==> config.mk <==
export PLATFORM = sky130hd
export DESIGN_NAME = pingpong_line_buffer
export DESIGN_NICKNAME = d
export VERILOG_FILES = /design/src/rtl/pingpong_pkg.sv /design/src/rtl/pp_bank_ram.sv /design/src/rtl/pingpong_line_buffer.sv
export SDC_FILE = /design/constraint.sdc
export NUM_CORES = 1
export LEC_CHECK = 0
export ABC_AREA = 1
export CORE_MARGIN = 10
export CORE_UTILIZATION = 37
export DETAILED_ROUTE_END_ITERATION = 7
export MAX_ROUTING_LAYER = met4
export PLACE_DENSITY = 0.57
export SYNTH_ARGS = -nofsm -noshare
export SYNTH_HDL_FRONTEND = slang
export SYNTH_SLANG_ARGS = --single-unit
==> constraint.sdc <==
create_clock -name clk -period 2.74 [get_ports clk]
set_clock_uncertainty 0.15 [all_clocks]
set_input_delay 0.685 -clock clk [delete_from_list [all_inputs] [get_ports clk]]
set_output_delay 0.685 -clock clk [all_outputs]
set_load 0.01 [all_outputs]
==> src/rtl/pingpong_pkg.sv <==
// Shared definitions for the N-bank ping-pong line buffer: bank life-cycle
// states, the maximum supported bank count and the ring-pointer increment.
package pingpong_pkg;

    // Life cycle of one bank: FREE -> FILLING -> READY -> DRAINING -> FREE
    typedef enum logic [1:0] {
        FREE     = 2'd0,
        FILLING  = 2'd1,
        READY    = 2'd2,
        DRAINING = 2'd3
    } bank_state_e;

    localparam int MAX_BANKS = 8;

    // Advance a bank pointer around a ring of num_banks entries
    function automatic logic [2:0] ptr_inc(input logic [2:0] ptr, input int unsigned num_banks);
        logic [2:0] last;
        last = 3'(num_banks - 1);
        return (ptr == last) ? 3'd0 : ptr + 3'd1;
    endfunction

endpackage

==> src/rtl/pp_bank_ram.sv <==
// One line bank: simple dual-port RAM, one write port and one read port with
// a single registered read stage so it maps onto block RAM.
module pp_bank_ram #(
    parameter int DATA_WIDTH = 8,
    parameter int ADDR_WIDTH = 4
) (
    input  logic                  clk,
    input  logic                  we,
    input  logic [ADDR_WIDTH-1:0] waddr,
    input  logic [DATA_WIDTH-1:0] wdata,
    input  logic                  re,
    input  logic [ADDR_WIDTH-1:0] raddr,
    output logic [DATA_WIDTH-1:0] rdata
);

    logic [DATA_WIDTH-1:0] mem_reg [2**ADDR_WIDTH];
    logic [DATA_WIDTH-1:0] rdata_reg;

    // Write port: contents survive reset, nothing here is cleared
    always_ff @(posedge clk) begin
        if (we) begin
            mem_reg[waddr] <= wdata;
        end
    end

    // Read port: data appears one cycle after the enabled read
    always_ff @(posedge clk) begin
        if (re) begin
            rdata_reg <= mem_reg[raddr];
        end
    end

    assign rdata = rdata_reg;

endmodule

==> src/rtl/pingpong_line_buffer.sv <==
// N-bank line buffer. The writer fills the bank at the write pointer and
// commits it on wlast or when the bank is full; committed lines are drained
// in order from the read pointer. Banks form a ring, so commit order equals
// read order.
// Optional build macro PP_LINE_REPLAY_EN adds a replay input that keeps the
// head line resident after its last word is read, so it is emitted again.
module pingpong_line_buffer
    import pingpong_pkg::*;
#(
    parameter int DATA_WIDTH = 8,
    parameter int ADDR_WIDTH = 4,
    parameter int NUM_BANKS  = 2
) (
    input  logic                           clk,
    input  logic                           reset,
    input  logic                           we,
    input  logic [DATA_WIDTH-1:0]          wdata,
    input  logic                           wlast,
    output logic                           wready,
    input  logic                           re,
    output logic [DATA_WIDTH-1:0]          rdata,
    output logic                           rvalid,
    output logic                           rlast,
    output logic                           line_avail,
    output logic [ADDR_WIDTH:0]            line_len,
    output logic [$clog2(NUM_BANKS+1)-1:0] lines_ready,
`ifdef PP_LINE_REPLAY_EN
    input  logic                           replay,
`endif
    output logic                           overflow
);

    localparam int PW = $clog2(NUM_BANKS);
    localparam int LW = ADDR_WIDTH + 1;
    localparam int CW = $clog2(NUM_BANKS + 1);
    localparam logic [ADDR_WIDTH-1:0] LAST_ADDR = '1;

    bank_state_e           bank_state_reg [NUM_BANKS];
    logic [LW-1:0]         bank_len_reg   [NUM_BANKS];
    logic [DATA_WIDTH-1:0] bank_q         [NUM_BANKS];

    logic [PW-1:0]         wptr_reg, rptr_reg, rd_bank_reg;
    logic [ADDR_WIDTH-1:0] waddr_reg, raddr_reg;
    logic [CW-1:0]         lines_ready_reg;
    logic                  overflow_reg, rvalid_reg, rlast_reg;

    logic          wr_acc, wr_commit, rd_acc, rd_last, rd_free;
    logic [LW-1:0] head_len;
    logic [PW-1:0] wptr_next, rptr_next;

    // Handshake and commit/free decode from the current bank states
    always_comb begin
        wready    = (bank_state_reg[wptr_reg] == FREE) || (bank_state_reg[wptr_reg] == FILLING);
        line_avail = (bank_state_reg[rptr_reg] == READY) || (bank_state_reg[rptr_reg] == DRAINING);
        head_len  = bank_len_reg[rptr_reg];
        wr_acc    = we && wready;
        wr_commit = wr_acc && (wlast || (waddr_reg == LAST_ADDR));
        rd_acc    = re && line_avail;
        rd_last   = ({1'b0, raddr_reg} == (head_len - LW'(1)));
`ifdef PP_LINE_REPLAY_EN
        rd_free   = rd_acc && rd_last && !replay;
`else
        rd_free   = rd_acc && rd_last;
`endif
        wptr_next = PW'(ptr_inc(3'(wptr_reg), NUM_BANKS));
        rptr_next = PW'(ptr_inc(3'(rptr_reg), NUM_BANKS));
    end

    // Bank storage: write and read bank are never the same bank
    generate
        for (genvar gi = 0; gi < NUM_BANKS; gi++) begin : g_bank
            pp_bank_ram #(
                .DATA_WIDTH(DATA_WIDTH),
                .ADDR_WIDTH(ADDR_WIDTH)
            ) u_ram (
                .clk  (clk),
                .we   (wr_acc && (wptr_reg == PW'(gi))),
                .waddr(waddr_reg),
                .wdata(wdata),
                .re   (rd_acc && (rptr_reg == PW'(gi))),
                .raddr(raddr_reg),
                .rdata(bank_q[gi])
            );
        end
    endgenerate

    // Bank state machine, lengths and the write/read pointers
    always_ff @(posedge clk or negedge reset) begin
        if (!reset) begin
            for (int i = 0; i < NUM_BANKS; i++) begin
                bank_state_reg[i] <= FREE;
                bank_len_reg[i]   <= '0;
            end
            wptr_reg  <= '0;
            rptr_reg  <= '0;
            waddr_reg <= '0;
            raddr_reg <= '0;
        end else begin
            if (wr_acc) begin
                if (wr_commit) begin
                    bank_state_reg[wptr_reg] <= READY;
                    bank_len_reg[wptr_reg]   <= {1'b0, waddr_reg} + LW'(1);
                    waddr_reg                <= '0;
                    wptr_reg                 <= wptr_next;
                end else begin
                    bank_state_reg[wptr_reg] <= FILLING;
                    waddr_reg                <= waddr_reg + 1'b1;
                end
            end
            if (rd_acc) begin
                if (rd_last) begin
                    bank_state_reg[rptr_reg] <= rd_free ? FREE : READY;
                    raddr_reg                <= '0;
                    if (rd_free) begin
                        rptr_reg <= rptr_next;
                    end
                end else begin
                    bank_state_reg[rptr_reg] <= DRAINING;
                    raddr_reg                <= raddr_reg + 1'b1;
                end
            end
        end
    end

    // Committed-line count and sticky overflow on a dropped write
    always_ff @(posedge clk or negedge reset) begin
        if (!reset) begin
            lines_ready_reg <= '0;
            overflow_reg    <= 1'b0;
        end else begin
            case ({wr_commit, rd_free})
                2'b10:   lines_ready_reg <= lines_ready_reg + CW'(1);
                2'b01:   lines_ready_reg <= lines_ready_reg - CW'(1);
                default: lines_ready_reg <= lines_ready_reg;
            endcase
            if (we && !wready) begin
                overflow_reg <= 1'b1;
            end
        end
    end

    // Read-side flags registered alongside the RAM read stage
    always_ff @(posedge clk or negedge reset) begin
        if (!reset) begin
            rvalid_reg  <= 1'b0;
            rlast_reg   <= 1'b0;
            rd_bank_reg <= '0;
        end else begin
            rvalid_reg  <= rd_acc;
            rlast_reg   <= rd_acc && rd_last;
            rd_bank_reg <= rptr_reg;
        end
    end

    // rdata is forced to zero when not valid so reset leaves it at 0
    assign rdata       = rvalid_reg ? bank_q[rd_bank_reg] : '0;
    assign rvalid      = rvalid_reg;
    assign rlast       = rlast_reg;
    assign line_len    = line_avail ? head_len : '0;
    assign lines_ready = lines_ready_reg;
    assign overflow    = overflow_reg;

endmodule

==> run_results.csv <==
group,metric,value,unit
sta,fin_crit_sh,0.979,
floorplan,core-area,33400,sq um
run,cap_viol_max_count,0,
logic_synthesis,ys_seq_elements,300,
logic_synthesis,syn-cell-area,12400,sq um
floorplan,chipWidth,203,microns
logic_synthesis,synth_nets,1061,
clocking,cts.htree.levels,1,
detailed_routing,routedWlPerCell,18.7,microns
detailed_routing,wirelength,29600,microns
clocking,clk_latency,560,ps
pwr,clockPowerShare,0.269,
logic_synthesis,synthTopCellsByArea,"edfxtp_1 66%, nor2_1 7.4%, o21ai_0 5.7%, dfrtp_1 5.6%, o211ai_1 3.9%",
setup_path,crit_fanout,8,
detailed_routing,vias,7978,
pwr,netSwitchingFraction,0.361,
pwr,power.switching,0.00525,W
floorplan,die_area,41400,sq um
layout,fin_area,14500,sq um
detailed_routing,met1Wirelength,13200,microns
setup_path,cp_data_arrival_time,1850,ps
layout,antennaDiodeCount,0,
global_routing,grt_max_degree,132,
sta,layout_min_cycle_time,2680,ps
setup_path,crit_required,1900,ps
min_path,hold_path.class,"reg -> reg",
pwr,p_int,0.00931,W
logic_synthesis,ys_seq_area_frac,0.713,
layout,area_growth,16.7,%
layout,largest_register_ffs,256,
clocking,cts_buffers,31,
place,hpwl,18400,microns
detailed_routing,drc_errors,0,
sta,fin_ws,58.4,ps
pwr,vdd.ir_drop.worst,1.46,mV
logic_synthesis,synth_top_area_frac,0.657,
global_routing,grt_pass1_vias,7827,
logic_synthesis,synth.largest_area_cell,"edfxtp_1",
logic_synthesis,synth_edf_count,272,
setup_path,crit_top_cell,"nor2_1",
place,routabilityCongestion,0.822,
clocking,cts_max_path_buffers,3,
sta,slew_headroom,0.621,
detailed_routing,wl_met3,1430,microns
floorplan,start_util,0.373,
sta,worstMarginPinSlew,568,ps
pwr,power_density,1000,nW/um^2
sta,max_freq,373,MHz
pwr,power_frac_comb,0.336,
logic_synthesis,synth_warnings,0,
floorplan,io_pins,33,
layout,fin_nets,1130,
logic_synthesis,synth_ff_type,"edfxtp_1",
detailed_routing,final_antenna_net_count,0,
clocking,clkTransAtPathRegs,60,ps
sta,finalHoldViolations,0,
pwr,power_frac_seq,0.396,
detailed_routing,routed.top_layer,"met4",
sta,setup-tns-final,0,ps
sta,maxSlewViolCount,0,
layout,final-seq-area,8880,sq um
layout,fillers,3105,
pwr,p_leak,5.02,nW
global_routing,groute.usage.overall,0.143,
sta,rsz0062_at_grt,"false",
place,dp_slack,85.9,ps
clocking,cts_tree,"done",
clocking,postCtsHoldBufs,0,
layout,multi_input_area,3160,sq um
sta,setup_violations,0,
logic_synthesis,synth_most_common_cell,"edfxtp_1",
place,place_area,13500,sq um
floorplan,rows,67,
logic_synthesis,syn_area_per_cell,11.9,sq um
global_routing,grt-ovfl-total,0,
logic_synthesis,postSynth.asyncResetShare,0.0933,
detailed_routing,firstDrtPassIters,5,
floorplan,die_height,203,microns
layout,final_layout_size_suffix_gt1_frac,0.125,
logic_synthesis,yosys-top-cells-count,"272 x edfxtp_1, 244 x nor2_1, 141 x o21ai_0",
setup_path,start_kind,"flop",
logic_synthesis,syn-instance-count,1041,
setup_path,crit_chain,"inv_4, nor2_1, nor2_1, clkdlybuf4s50_1",
setup_path,slowest_delay,560,ps
detailed_routing,via_per_inst,5.05,
logic_synthesis,ys_types,32,
setup_path,cp-end-kind,"primary output",
status,outcome,"finished clean",
detailed_routing,drtIter0Drc,539,
clocking,cts.sink_count,300,
clocking,root_buffer,"clkbuf_16",
setup_path,cp_slowest_cell,"clkdlybuf4s50_1",
detailed_routing,wl_met2,14200,microns
sta,whs,344,ps
pwr,totalPowerFinal,0.0146,W
global_routing,grt_pass1_wl,45400,microns
place,io_buffers,32,
setup_path,crit_type,"reg -> out",
global_routing,antenna_found_initial,0,
-- final timing paths --
path	from	to	slack (ps)	cells after the start
max in group asynchronous	reset	rptr_reg	1780	2
hold reg to reg	overflow	overflow	340	1
setup reg to reg	rptr_reg	lines_ready[1]	220	15
min in group asynchronous	reset	raddr_reg[2]	360	2
hold / removal	overflow	overflow	340	1
setup / recovery	rd_bank_reg	rdata[7]	60	4
-- power by group through the flow --
stage	Clock, W	Sequential (W)	Combinational, W
detailed placement	0	0.00585	0.00492
global route	0.00416	0.00580	0.00547
floorplan	0	0.00568	0.00330
global placement	0	0.00585	0.00490
finish	0.00391	0.00576	0.00489
CTS	0.00400	0.00577	0.00490
-- kinds of logic after synthesis --
family,count (synthesis),share of synthesized area
buf+inv,91,0.0342
compound gates,241,0.111
xor+xnor,7,0.00493
flops,300,0.713
fa+ha+maj,7,0.00704
simple gates,395,0.130
-- per-layer routing --
metal  global-route usage  vias up
li1                     -     3835
met1                0.186     3898
met2                0.230      197
met3               0.0181       48
met4               0.0456        0
met5                    -        -
-- repair_timing --
item | CTS | global route
endpoints found under the setup margin | 15 | 13
resized for setup | 15 | 5
buffers inserted | 0 | 3
pin swaps | 0 | 0
-- worst max-delay path, delay by kind of cell, from the launching register on --
kind,cells,cell delay (ps)
buf+inv,2,670
simple gates,2,160
flops,1,460
-- placed cells by master (no fill, tap or decap), types with 7 or more instances in the layout --
cell type        count
clkinv_2             8
o21ai_0            141
nor2_1             244
ha_1                 7
nor2_2               8
dfrtp_1             22
nand2_1             90
dlygate4sd2_1        8
nand3_1             34
o211ai_1            64
nor3_1               8
clkdlybuf4s50_1     21
clkbuf_16           31
edfxtp_1           272
inv_1               27
buf_4               56
o21ai_1             30
-- cell type report --
cell class / count / share of cell area
timing repair buffer: 94 / 0.0581
sequential: 300 / 0.612
multi-input combinational: 650 / 0.218
clock buffer: 40 / 0.0578
inverter: 33 / 0.00888
tap: 448 / 0.0386
clock inverter: 15 / 0.00741
-- metrics by stage --
| stage | utilization | instances |
|---|---|---|
| 2_1_floorplan | - | 1041 |
| 3_3_place_gp | 0.406 | 1522 |
| 3_5_place_dp | 0.406 | 1522 |
| 4_1_cts | 0.434 | 1577 |
| 5_1_grt | 0.435 | 1580 |
| 6_report | 0.435 | 1580 |
Power figures use the tool's default switching activity.
